--- config.mk ---
export PLATFORM = sky130hd
export DESIGN_NAME = gcd_scheduler
export DESIGN_NICKNAME = d
export VERILOG_FILES = /design/src/rtl/gcd_scheduler.sv
export SDC_FILE = /design/constraint.sdc
export NUM_CORES = 1
export LEC_CHECK = 0
export BUFFER_PORTS_ARGS = -buffer_cell sky130_fd_sc_hd__buf_2
export CORE_MARGIN = 5
export CORE_UTILIZATION = 40
export CTS_CLUSTER_SIZE = 25
export DETAILED_ROUTE_END_ITERATION = 12
export PLACE_DENSITY = 0.62
export SETUP_SLACK_MARGIN = 0.05
export SYNTH_ARGS = -nofsm -noshare
export SYNTH_HDL_FRONTEND = slang
export SYNTH_SLANG_ARGS = --single-unit
--- constraint.sdc ---
create_clock -name i_clock -period 2.5 [get_ports i_clock]
set_clock_uncertainty 0.2 [all_clocks]
set_input_delay 0.25 -clock i_clock [delete_from_list [all_inputs] [get_ports i_clock]]
set_output_delay 0.25 -clock i_clock [all_outputs]
set_load 0.01 [all_outputs]
--- src/rtl/gcd_scheduler.sv ---
// gcd_scheduler: round-robin arbiter that time-shares one iterative GCD core
// between two req/ack requesters. Zero operands are answered locally; a core
// job that does not finish within TIMEOUT wait cycles is aborted with err=1.
module gcd_scheduler #(
    parameter int WIDTH   = 8,
    parameter int TIMEOUT = 255
) (
    input  logic             i_clock,
    input  logic             i_reset,
    input  logic             i_req0,
    input  logic [WIDTH-1:0] i_a0,
    input  logic [WIDTH-1:0] i_b0,
    input  logic             i_req1,
    input  logic [WIDTH-1:0] i_a1,
    input  logic [WIDTH-1:0] i_b1,
    output logic             o_ack0,
    output logic [WIDTH-1:0] o_res0,
    output logic             o_err0,
    output logic             o_ack1,
    output logic [WIDTH-1:0] o_res1,
    output logic             o_err1,
    output logic             o_busy,
    output logic             o_core_start,
    output logic [WIDTH-1:0] o_core_num0,
    output logic [WIDTH-1:0] o_core_num1,
    input  logic             i_core_done,
    input  logic [WIDTH-1:0] i_core_result
);

    typedef enum logic [1:0] {
        S_IDLE,
        S_ISSUE,
        S_WAIT,
        S_RESPOND
    } state_t;

    // Timer value seen during the last permitted WAIT cycle.
    localparam logic [7:0] TIMER_LAST = 8'(TIMEOUT - 1);

    state_t           r_state;
    state_t           w_next_state;
    logic             r_owner;
    logic             w_owner;
    logic             r_last_served;
    logic             w_last_served;
    logic [7:0]       r_timer;
    logic [7:0]       w_timer;
    logic [WIDTH-1:0] w_num0;
    logic [WIDTH-1:0] w_num1;
    logic [WIDTH-1:0] w_result;
    logic             w_err;
    logic             w_respond;

    // Next-state decode plus the next value of every registered output.
    always_comb begin
        // NOTE: every signal gets a default first so no path leaves it unassigned, which would infer a latch.
        w_next_state  = r_state;
        w_owner       = r_owner;
        w_last_served = r_last_served;
        w_timer       = r_timer;
        w_num0        = o_core_num0;
        w_num1        = o_core_num1;
        w_result      = '0;
        w_err         = 1'b0;

        case (r_state)
            S_IDLE: begin
                if (i_req0 || i_req1) begin
                    // Contention goes to whoever was not served last.
                    w_owner = (i_req0 && i_req1) ? ~r_last_served : i_req1;
                    w_num0  = w_owner ? i_a1 : i_a0;
                    w_num1  = w_owner ? i_b1 : i_b0;
                    if (w_num0 == '0 || w_num1 == '0) begin
                        // gcd(0,x) = x, and gcd(0,0) falls out as 0.
                        w_result     = (w_num0 == '0) ? w_num1 : w_num0;
                        w_next_state = S_RESPOND;
                    end else begin
                        w_next_state = S_ISSUE;
                    end
                end
            end
            S_ISSUE: begin
                w_timer      = '0;
                w_next_state = S_WAIT;
            end
            S_WAIT: begin
                // Done is checked first so it wins over a same-edge timeout.
                if (i_core_done) begin
                    w_result     = i_core_result;
                    w_next_state = S_RESPOND;
                end else if (r_timer == TIMER_LAST) begin
                    w_err        = 1'b1;
                    w_next_state = S_RESPOND;
                end else if (r_timer != 8'hFF) begin
                    w_timer = r_timer + 8'd1;
                end
            end
            S_RESPOND: begin
                w_last_served = r_owner;
                w_next_state  = S_IDLE;
            end
            default: w_next_state = S_IDLE;
        endcase

        w_respond = (w_next_state == S_RESPOND);
    end

    // FSM state register.
    always_ff @(posedge i_clock or posedge i_reset) begin
        if (i_reset) begin
            r_state <= S_IDLE;
        end else begin
            r_state <= w_next_state;
        end
    end

    // Control and output registers, loaded from the next-state decode so each
    // output lines up with the state it belongs to.
    // NOTE: sequential state uses non-blocking assignments so all registers update together at the edge.
    always_ff @(posedge i_clock or posedge i_reset) begin
        if (i_reset) begin
            r_owner       <= 1'b0;
            r_last_served <= 1'b1;
            r_timer       <= '0;
            o_busy        <= 1'b0;
            o_core_start  <= 1'b0;
            o_core_num0   <= '0;
            o_core_num1   <= '0;
            o_ack0        <= 1'b0;
            o_res0        <= '0;
            o_err0        <= 1'b0;
            o_ack1        <= 1'b0;
            o_res1        <= '0;
            o_err1        <= 1'b0;
        end else begin
            r_owner       <= w_owner;
            r_last_served <= w_last_served;
            r_timer       <= w_timer;
            o_busy        <= (w_next_state != S_IDLE);
            o_core_start  <= (w_next_state == S_ISSUE);
            o_core_num0   <= w_num0;
            o_core_num1   <= w_num1;
            o_ack0        <= w_respond && !w_owner;
            o_ack1        <= w_respond && w_owner;
            if (w_respond && !w_owner) begin
                o_res0 <= w_result;
                o_err0 <= w_err;
            end
            if (w_respond && w_owner) begin
                o_res1 <= w_result;
                o_err1 <= w_err;
            end
        end
    end

endmodule

==> results.txt, run 1 <==
Final WL - 6882 um
Crit Path Class - register to register
Starting density of the core - 41.56%
Die ar. - 0.008363 mm2
# setup viols final - 0
Max Cap Viol - 0
I/O pin cnt - 83
Crit-path max FO - 34
Net Count, Synth - 317
DR vias/cell - 5.242
FP Rows - 29
Fillers - 625
Req. time, crit path - 2.50 ns
Drt first pass iters - 4
Number of synthesized register bits - 50
DRC Markers - 0
Nets@finish - 406
Pwr Density - 944.0 mW/mm2
Final ANT Viol Nets - 0
Synth top area cells - dfrtp_1, mux2i_1, nand2_1, a21o_1, inv_1
Worst VDD drop - 0.6208 mV
Core Area - 0.006386 mm2
Status - finished clean
Worst setup EP type - register
Relative slew slack - 63.82%
Critical path launch point type - register
DRT iter0 DRCs - 95
Synth-to-Final Area Change - 25.22%
Worst skew pair latency - 0.31 ns
Mapped cell area - 0.002654 mm2
Leakage - 0.001861 uW
Postcts setup bufs - 0
Clock Sinks - 50
RSZ-0062 raised after global routing - true
Setup TNS - 0 ns
Final RePlAce weighted congestion - 0.8799
Clock Tree Root - clkbuf_8
Synth Flop Type - dfrtp_1
Synthesis Warnings - 0
Hold/Removal Path Class - input port to register
Largest area contributor in the netlist - dfrtp_1
Min Tclk post-route - 2.332 ns
CTS Buffer Depth - 2
Slew @ Worst Pin - 0.5394 ns
Fin. max-slew vios - 0
Final Hold Fails - 0
DR vias - 2270
Initial antenna violation count - 0
Global-route usage over all layers - 16.69%
DP HPWL - 5458 um
Port-buffer cells - 82
Gate Count Post-Synth - 266
CTS H-Tree Depth - 2
Area share of the largest cell type after synthesis - 46.20%
Hold_ws - 0.1065 ns
Count leader, synth - dfrtp_1
Max Clk Rate - 428.9 MHz
Number of buffers created by CTS - 5
Post-synth EDFFs - 0
Final worst setup slack - 0.1682 ns
Dpl ws - 0.1855 ns
First-pass GRT wire length - 11230 um
Die height - 91.45 um
Async set-or-reset flop fraction in the synthesized netlist - 100.0%
Die W - 91.45 um
Largest net degree at the start of global routing - 35
Number of unique standard cell types used by synthesis - 46
Period utilization - 93.27%
Worst EP arrival - 2.34 ns
Number of diodes - 0
Clock-pin slew on the worst setup and hold paths - 0.10 ns
Vias in the first global route - 2302
Share of layout cells above drive strength 1 - 34.83%
CTS tree - yes
Mean Syn Cell Area - 9.977 um2
Drt wl/cell - 15.89 um
Grt total ovfl - 0
Commonest cells post-synth - dfrtp_1, nand2_1, inv_1, mux2i_1
Seq/Total Area, Yosys - 47.19%
==> path summary, 6_finish.rpt <==
check / from / endpoint / slack, ns / depth (start not counted)
setup / recovery: r_state[1] / o_res0[0] / 0.17 / 8
hold / removal: i_b1[7] / o_core_num1[7] / 0.11 / 3
setup reg to reg: r_state[1] / o_res0[0] / 0.17 / 8
hold reg to reg: o_core_num0[2] / o_core_num0[2] / 0.28 / 1
min in group asynchronous: i_reset / o_ack1 / 0.25 / 3
max in group asynchronous: i_reset / r_last_served / 1.21 / 4
==> cells in the final DEF, fill, tap and decap left out, types with 2 or more instances in the layout <==
master     n
nand3_2    2
buf_4     10
a211oi_1   4
inv_1     25
a21o_1    15
dfrtp_1   49
a221oi_2   2
nand3_1    3
nand2_1   40
a32oi_2    2
buf_2     82
nor3_1     6
xnor2_1    6
o21ai_0    4
mux2_4     4
and3_1     9
nor2_1    11
a221oi_1   4
a21oi_1   15
mux2i_1   16
ha_1       6
nor4_1     8
clkbuf_8   5
==> routing by layer <==
| layer | global-route usage (%) | vias up | wire, um |
|---|---|---|---|
| met3 | 4.545 | 10 | 485 |
| met1 | 21.04 | 1088 | 2973 |
| li1 | - | 1102 | - |
| met2 | 27.80 | 70 | 3309 |
| met5 | 0 | - | 0 |
| met4 | 5.134 | 0 | 113 |
==> repair_timing <==
item,in CTS,in global routing
setup endpoints to repair,0,8
endpoints found under the hold margin,17,0
resized for setup,0,5
hold buffers,1,0
==> critical path, cell delays in order (launching register included) <==
cell,delay (ns)
dfrtp_1,0.40
inv_1,0.08
ha_1,0.21
buf_4,0.18
o21ai_2,0.05
buf_4,0.32
a21oi_1,0.15
a211o_1,0.35
mux2_4,0.28
==> state kept, by name (all words and copies together), names as in the netlist <==
signal	count
o_ack1	1
r_timer	8
o_ack0	1
r_owner	1
o_res1	8
o_err0	1
r_state	2
o_res0	8
o_busy	1
r_last_served	1
o_core_num1	8
o_core_start	1
o_err1	1
o_core_num0	8
==> kinds of logic (layout without fill, tap and decap cells) <==
| group | after synthesis | in the layout | synth area share (%) |
|---|---|---|---|
| AOI/OAI and AO/OA | 56 | 56 | 15.80 |
| adders and majority gates | 6 | 6 | 2.829 |
| DFF | 50 | 50 | 47.20 |
| xor gates and xnor gates | 6 | 6 | 1.980 |
| buffers and inverters | 38 | 128 | 6.647 |
| and+or+nand+nor | 90 | 90 | 17.26 |
| muxes | 20 | 20 | 8.298 |
==> per-stage QoR <==
step / utilization, % / instances / total power (uW) / area (um2)
2_1_floorplan: - / 266 / 2102 / 2654
3_3_place_gp: 49.80 / 424 / 2572 / 3181
3_5_place_dp: 49.80 / 424 / 2609 / 3181
4_1_cts: 51.49 / 433 / 3128 / 3288
5_1_grt: 52.04 / 433 / 3370 / 3323
6_report: 52.04 / 433 / 3137 / 3323
==> where the power goes <==
group          switching (uW)  total (uW)  internal, uW
sequential                140        1210          1070
combinational             802        1410           612
clock                     307         517           210
==> area by class of cell <==
class	instances	area, um2	area share, %
multi-input cells	178	1264	38.03
flip-flops and latches	50	1252	37.69
repair buffers	94	515.5	15.51
inverters	26	97.59	2.937
well taps	77	96.34	2.899
clock buffers	5	68.82	2.071
clock inverters	3	28.78	0.8660
No activity file was read; power rests on OpenSTA's default activity.
==> run 2, diff against run 1 <==
--- a/config.mk
+++ b/config.mk
@@ -10,7 +10,7 @@
 export CORE_UTILIZATION = 40
 export CTS_CLUSTER_SIZE = 25
 export DETAILED_ROUTE_END_ITERATION = 12
-export PLACE_DENSITY = 0.62
+export PLACE_DENSITY = 0.65
 export SETUP_SLACK_MARGIN = 0.05
 export SYNTH_ARGS = -nofsm -noshare
 export SYNTH_HDL_FRONTEND = slang
==> constraint.sdc (replaced) <==
create_clock -name i_clock -period 2 [get_ports i_clock]
set_clock_uncertainty 0.2 [all_clocks]
set_input_delay 0.2 -clock i_clock [delete_from_list [all_inputs] [get_ports i_clock]]
set_output_delay 0.2 -clock i_clock [all_outputs]
set_load 0.01 [all_outputs]
==> run 2 against run 1 <==
Compared with the run above: cell count rose by 12%; global-route usage increased by 1.0 points; worst setup slack lost 0.27 ns; routed wire length grew 7.0%; via count increased by 9.3%; the flow now finishes with violations (setup timing); largest cell class unchanged; critical endpoint is now o_res1[4]; die area unchanged.
==> results.txt, run 2 (synthesized netlist as in run 1, its figures left out) <==
Max Cap Viol - 0 (unchanged)
Crit Path Class - register to register (unchanged)
CTS tree - yes (unchanged)
FP Rows - 29 (unchanged)
Multi-input logic area - 0.001345 mm2 (was 0.001264 mm2)
Core Area - 0.006386 mm2 (unchanged)
Commonest non-fill, non-tap cell in the layout - buf_2 (unchanged)
DRT iter0 DRCs - 96 (was 95)
Hold Path Origin - i_b0[0] (was i_b1[7])
Number of diodes - 0 (unchanged)
Finished Cell Area - 0.003859 mm2 (was 0.003323 mm2)
DRC Markers - 0 (unchanged)
Reg area - 0.001252 mm2 (unchanged)
Die ar. - 0.008363 mm2 (unchanged)
Number of buffers created by CTS - 5 (unchanged)
Reg2Reg Capture Point - o_res1[4] (was o_res0[0])
Worst VDD drop - 0.6435 mV (was 0.6208 mV)
Req. time, crit path - 2.00 ns (was 2.50 ns)
Period utilization - 104.9% (was 93.27%)
RSZ-0062 raised after global routing - true (unchanged)
Relative slew slack - 71.11% (was 63.82%)
Slew @ Worst Pin - 0.4293 ns (was 0.5394 ns)
Max Clk Rate - 476.5 MHz (was 428.9 MHz)
Fin. max-slew vios - 0 (unchanged)
Synth-to-Final Area Change - 45.40% (was 25.22%)
Status - finished, violations left (was finished clean)
Drt wl/cell - 15.13 um (was 15.89 um)
Pwr Density - 1188 mW/mm2 (was 944.0 mW/mm2)
Hold Path Stages - 3 (unchanged)
Leading cell types in the layout, fill and taps excluded - buf_2, buf_4, dfrtp_1 (was buf_2, dfrtp_1, nand2_1)
Share of layout cells above drive strength 1 - 46.59% (was 34.83%)
Failing checks - setup timing
# setup viols final - 18 (was 0)
CTS Buffer Depth - 2 (unchanged)
Vias in the first global route - 2534 (was 2302)
First-pass GRT wire length - 11980 um (was 11230 um)
Fillers - 548 (was 625)
WHS Endpoint - o_core_num1[0] (was o_core_num1[7])
Worst reg-to-reg path cell count - 9 (was 8)
Worst skew pair latency - 0.32 ns (was 0.31 ns)
Nets@finish - 460 (was 406)
Final WL - 7367 um (was 6882 um)
R2R Setup Slk - -0.1 ns (was 0.17 ns)
Min Tclk post-route - 2.099 ns (was 2.332 ns)
Final RePlAce weighted congestion - 0.8892 (was 0.8799)
Clock Tree Root - clkbuf_8 (unchanged)
Final Hold Fails - 0 (unchanged)
Initial antenna violation count - 0 (unchanged)
Leakage - 0.002141 uW (was 0.001861 uW)
Final ANT Viol Nets - 0 (unchanged)
DR vias - 2482 (was 2270)
CTS H-Tree Depth - 2 (unchanged)
Worst setup EP type - register (unchanged)
Crit-path max FO - 5 (was 34)
Critical path launch point type - register (unchanged)
Worst EP arrival - 2.10 ns (was 2.34 ns)
Clock-pin slew on the worst setup and hold paths - 0.10 ns (about the same)
DR vias/cell - 5.097 (was 5.242)
Worst reg2reg path startpoint - r_timer[0] (was r_state[1])
Hold/Removal Path Class - input port to register (unchanged)
Port-buffer cells - 82 (unchanged)
Final worst setup slack - -0.09856 ns (was 0.1682 ns)
Clock Sinks - 50 (unchanged)
Tot Pwr - 4586 uW (was 3137 uW)
Starting density of the core - 41.56% (unchanged)
Die height - 91.45 um (unchanged)
DP HPWL - 5600 um (was 5458 um)
Cell Area, Placed - 0.003556 mm2 (was 0.003181 mm2)
Largest net degree at the start of global routing - 51 (was 35)
Global-route usage over all layers - 17.71% (was 16.69%)
Grt total ovfl - 0 (unchanged)
Drt first pass iters - 5 (was 4)
I/O pin cnt - 83 (unchanged)
Die W - 91.45 um (unchanged)
run 2: worst max-delay path, cell delays in order, from the launching register on:
cell and delay, ns:
dfrtp_1 0.41, inv_2 0.08, ha_4 0.13, and3_4 0.19, nand2_4 0.05, a221oi_4 0.31, a32oi_1 0.15, buf_4 0.19
buf_12 0.13, mux2i_2 0.14
run 2: how the worst max path moves through the flow:
stage / from / end / slack (ns) / cells past startpoint
2_1_floorplan: r_state[0] / o_err0 / -0.24 / 9
3_5_place_dp: r_state[0] / o_res0[2] / -0.24 / 9
4_1_cts: r_state[1] / o_err1 / -0.09 / 8
3_3_place_gp: r_state[0] / o_res0[2] / -0.19 / 9
6_report: r_timer[0] / o_res1[4] / -0.1 / 9
5_1_grt: r_state[0] / o_res1[4] / -0.16 / 10
run 2: layout make-up:
class	instances	share of cell area [%]
Clock inverter	3	0.7458
Timing Repair Buffer	148	25.13
Inverter	26	2.529
Tap cell	77	2.497
Multi-Input combinational cell	178	34.86
Sequential cell	50	32.46
Clock buffer	5	1.783
run 2: repair_timing:
action / 4_1_cts / 5_1_grt
endpoints found under the hold margin: 50 / 0
hold buffers: 1 / 0
endpoints found under the setup margin: 21 / 26
buffers inserted: 6 / 3
resized for setup: 17 / 11
pin swaps: 5 / 5
run 2: metrics by stage:
| stage | utilization [%] | setup slack [ns] | setup TNS, ns | instances | hold slack (ns) |
|---|---|---|---|---|---|
| final | 60.42 | -0.09856 | -1.068 | 487 | 0.03537 |
| after global routing | 60.42 | -0.1648 | -2.441 | 487 | 0.1079 |
| after CTS | 59.44 | -0.09272 | -1.029 | 484 | 0.02559 |
| after detailed placement | 55.68 | -0.2416 | -3.517 | 469 | 0.07164 |
| after global placement | 55.68 | -0.1931 | -2.000 | 469 | 0.06473 |
| after floorplan | - | -0.2442 | -2.316 | 266 | 0.2148 |
run 2: layer usage:
layer | GRT usage [%] | share of wire (%) | vias to the layer above | routed length, um
li1 | - | - | 1208 | -
met1 | 22.08 | 43 | 1179 | 3165
met2 | 29.36 | 49 | 76 | 3576
met3 | 3.884 | 6.2 | 19 | 457
met4 | 7.702 | 2.3 | 0 | 168
met5 | 0 | 0 | - | 0
run 2: power breakdown:
| part | total, uW | switching (uW) | internal, uW |
|---|---|---|---|
| clock network | 659 | 396 | 262 |
| registers | 1510 | 176 | 1330 |
| logic | 2420 | 1170 | 1250 |
| total | 4590 | 1740 | 2840 |
==> run 3, diff against run 2 <==
--- a/config.mk
+++ b/config.mk
@@ -5,7 +5,8 @@
 export SDC_FILE = /design/constraint.sdc
 export NUM_CORES = 1
 export LEC_CHECK = 0
-export BUFFER_PORTS_ARGS = -buffer_cell sky130_fd_sc_hd__buf_2
+export BUFFER_PORTS_ARGS = -buffer_cell sky130_fd_sc_hd__buf_4
+export CORE_ASPECT_RATIO = 0.9
 export CORE_MARGIN = 5
 export CORE_UTILIZATION = 40
 export CTS_CLUSTER_SIZE = 25
==> run 3 against run 2 <==
Compared with the run above: the flow still finishes with violations (setup timing); worst setup slack worse by 0.0077 ns; fmax shrank 0.37%; count of clock-buffer cells in the layout grew 1; non-clock buffer count rose by 5; cell count grew 3.7%; final area is 7.2% higher; power grew 4.3%; critical path depth unchanged; combinational power up 8.3%; worst hold slack better by 0.11 ns; clock power decreased by 3.6%.
==> results.txt, run 3 (synthesized netlist as in run 1, its figures left out) <==
Family with the most delay on the worst path - compound AO/OA/AOI/OAI gates (unchanged)
Number of diodes - 0 (unchanged)
Die ar. - 0.008366 mm2 (was 0.008363 mm2)
Drt first pass iters - 4 (was 5)
Max incr delay on CP - 0.38 ns (was 0.41 ns)
Period utilization - 105.3% (was 104.9%)
Critical path launch point type - register (unchanged)
CTS H-Tree Depth - 2 (unchanged)
Clock Sinks - 50 (unchanged)
Max Cap Viol - 0 (unchanged)
Fin. max-slew vios - 0 (unchanged)
Drt wl/cell - 15.15 um (was 15.13 um)
First-pass GRT wire length - 12600 um (was 11980 um)
Starting density of the core - 40.73% (was 41.56%)
Synth-to-Final Area Change - 55.92% (was 45.40%)
Final ANT Viol Nets - 0 (unchanged)
Initial antenna violation count - 0 (unchanged)
Crit Path Class - register to register (unchanged)
Worst reg-to-reg path cell count - 9 (unchanged)
Leading cell types in the layout, fill and taps excluded - buf_4, dfrtp_1, nand2_1 (was buf_2, buf_4, dfrtp_1)
Core Area - 0.006516 mm2 (was 0.006386 mm2)
DP HPWL - 6005 um (was 5600 um)
Worst reg2reg path startpoint - r_state[1] (was r_timer[0])
DR vias/cell - 4.909 (was 5.097)
Slew @ Worst Pin - 0.4312 ns (was 0.4293 ns)
Worst path bufs/invs - 3 (unchanged)
Hold/Removal Path Class - input port to register (unchanged)
Number of buffers created by CTS - 5 (unchanged)
Worst skew pair latency - 0.30 ns (was 0.32 ns)
Vias in the first global route - 2571 (was 2534)
Clock-pin slew on the worst setup and hold paths - 0.09 ns (was 0.10 ns)
Setup TNS - -1.165 ns (was -1.068 ns)
Min Tclk post-route - 2.106 ns (was 2.099 ns)
Final WL - 7649 um (was 7367 um)
Port-buffer cells - 82 (unchanged)
FP Rows - 28 (was 29)
CP Depth - 9 (unchanged)
Met3 usage - 3.889% (was 3.884%)
Grt met1 use - 26.70% (was 22.08%)
I/O pin cnt - 83 (unchanged)
Leakage - 0.002200 uW (was 0.002141 uW)
Die height - 87.27 um (was 91.45 um)
Relative slew slack - 71.21% (was 71.11%)
Worst setup EP type - register (unchanged)
Largest net degree at the start of global routing - 33 (was 51)
Share of layout cells above drive strength 1 - 47.95% (was 46.59%)
DRT iter0 DRCs - 95 (was 96)
Commonest non-fill, non-tap cell in the layout - buf_4 (was buf_2)
DR vias - 2479 (was 2482)
Hold Path Origin - i_a1[7] (was i_b0[0])
# setup viols final - 18 (unchanged)
Worst EP arrival - 2.12 ns (was 2.10 ns)
Crit-path max FO - 8 (was 5)
CTS tree - yes (unchanged)
RSZ-0062 raised after global routing - true (unchanged)
Final worst setup slack - -0.1063 ns (was -0.09856 ns)
Failing checks - setup timing (unchanged)
Final RePlAce weighted congestion - 0.8537 (was 0.8892)
Pwr Density - 1156 mW/mm2 (was 1188 mW/mm2)
Req. time, crit path - 2.02 ns (was 2.00 ns)
M2 GR Usage - 31.50% (was 29.36%)
R2R Setup Slk - -0.11 ns (was -0.1 ns)
Max Clk Rate - 474.8 MHz (was 476.5 MHz)
Reg2Reg Capture Point - o_res0[2] (was o_res1[4])
Die W - 95.86 um (was 91.45 um)
Tot Pwr - 4782 uW (was 4586 uW)
DRC Markers - 0 (unchanged)
Worst setup path startpoint - r_state[1] (was r_timer[0])
Global-route usage over all layers - 19.53% (was 17.71%)
CP Cell Sequence - inv_2 -> ha_4 -> o21a_4 -> nor3_4 -> a221oi_4 -> buf_4 -> a32oi_4 -> buf_6 -> mux2i_2 (was inv_2 -> ha_4 -> and3_4 -> nand2_4 -> a221oi_4 -> a32oi_1 -> buf_4 -> buf_12 -> mux2i_2)
Most Crowded Layer GR - met2 (unchanged)
Slowest-stage cell, CP - dfrtp_1 (unchanged)
Final Util - 63.50% (was 60.42%)
Final Hold Fails - 0 (unchanged)
Dpl ws - -0.2642 ns (was -0.2416 ns)
Nets@finish - 465 (was 460)
Worst VDD drop - 0.7966 mV (was 0.6435 mV)
Worst setup path end - o_res0[2] (was o_res1[4])
Clock Tree Root - clkbuf_8 (unchanged)
CTS Buffer Depth - 2 (unchanged)
Grt total ovfl - 0 (unchanged)
Status - finished, violations left (unchanged)
Fillers - 570 (was 548)
run 3: area by class of cell:
type	instances	area, um2	share of cell area, %
Multi-Input combinational cell	178	1361	32.90
Sequential cell	50	1252	30.27
Timing Repair Buffer	153	1214	29.33
Tap cell	90	112.6	2.721
Inverter	26	97.59	2.359
Clock buffer	6	82.58	1.996
Clock inverter	2	17.52	0.4233
run 3: routing by layer:
metal / vias to the layer above / part of all wire [%]
met2: 63 / 48
met5: - / 0
li1: 1220 / -
met1: 1190 / 46
met4: 0 / 1.1
met3: 6 / 4.9
run 3: worst min path at each step:
stage,slack [ns],cells past startpoint,endpoint
6_report,0.14,4,o_core_num0[7]
3_3_place_gp,0.03,2,o_ack0
3_5_place_dp,0.04,2,o_res0[6]
4_1_cts,0.13,4,o_core_num0[7]
2_1_floorplan,0.21,2,o_core_num1[0]
5_1_grt,0.14,4,o_core_num0[5]
run 3: worst reg2reg max path: cells and delay by family, from the launching register on:
| family | cells | cell delay (ns) |
|---|---|---|
| AO/OA/AOI/OAI | 3 | 0.47 |
| adder cells (fa/ha/maj) | 1 | 0.17 |
| buffers and inverters | 3 | 0.42 |
| flip-flops | 1 | 0.38 |
| multiplexers | 1 | 0.22 |
| AND/OR/NAND/NOR | 1 | 0.15 |
run 3: timing repair:
| item | 4_1_cts | 5_1_grt |
|---|---|---|
| hold endpoints to repair | 18 | 0 |
| pin swaps | 5 | 10 |
| gates cloned | 0 | 1 |
| setup buffers | 2 | 3 |
| endpoints found under the setup margin | 20 | 26 |
| hold buffers | 1 | 0 |
| gates resized for setup | 19 | 13 |
run 3: per-stage QoR:
stage | area [um2] | instances | hold WS (ns)
2_1_floorplan | 2660 | 266 | 0.2148
3_3_place_gp | 3837 | 490 | 0.03206
3_5_place_dp | 3837 | 490 | 0.03879
4_1_cts | 4035 | 501 | 0.1289
5_1_grt | 4138 | 505 | 0.1353
6_report | 4138 | 505 | 0.1424
run 3: power by group:
| group | internal (uW) | switching [uW] | leakage, uW | total, uW |
|---|---|---|---|---|
| Combinational | 1420 | 1200 | 0.00149 | 2620 |
| Clock | 285 | 350 | 0.0000514 | 635 |
| Sequential | 1330 | 195 | 0.000656 | 1530 |
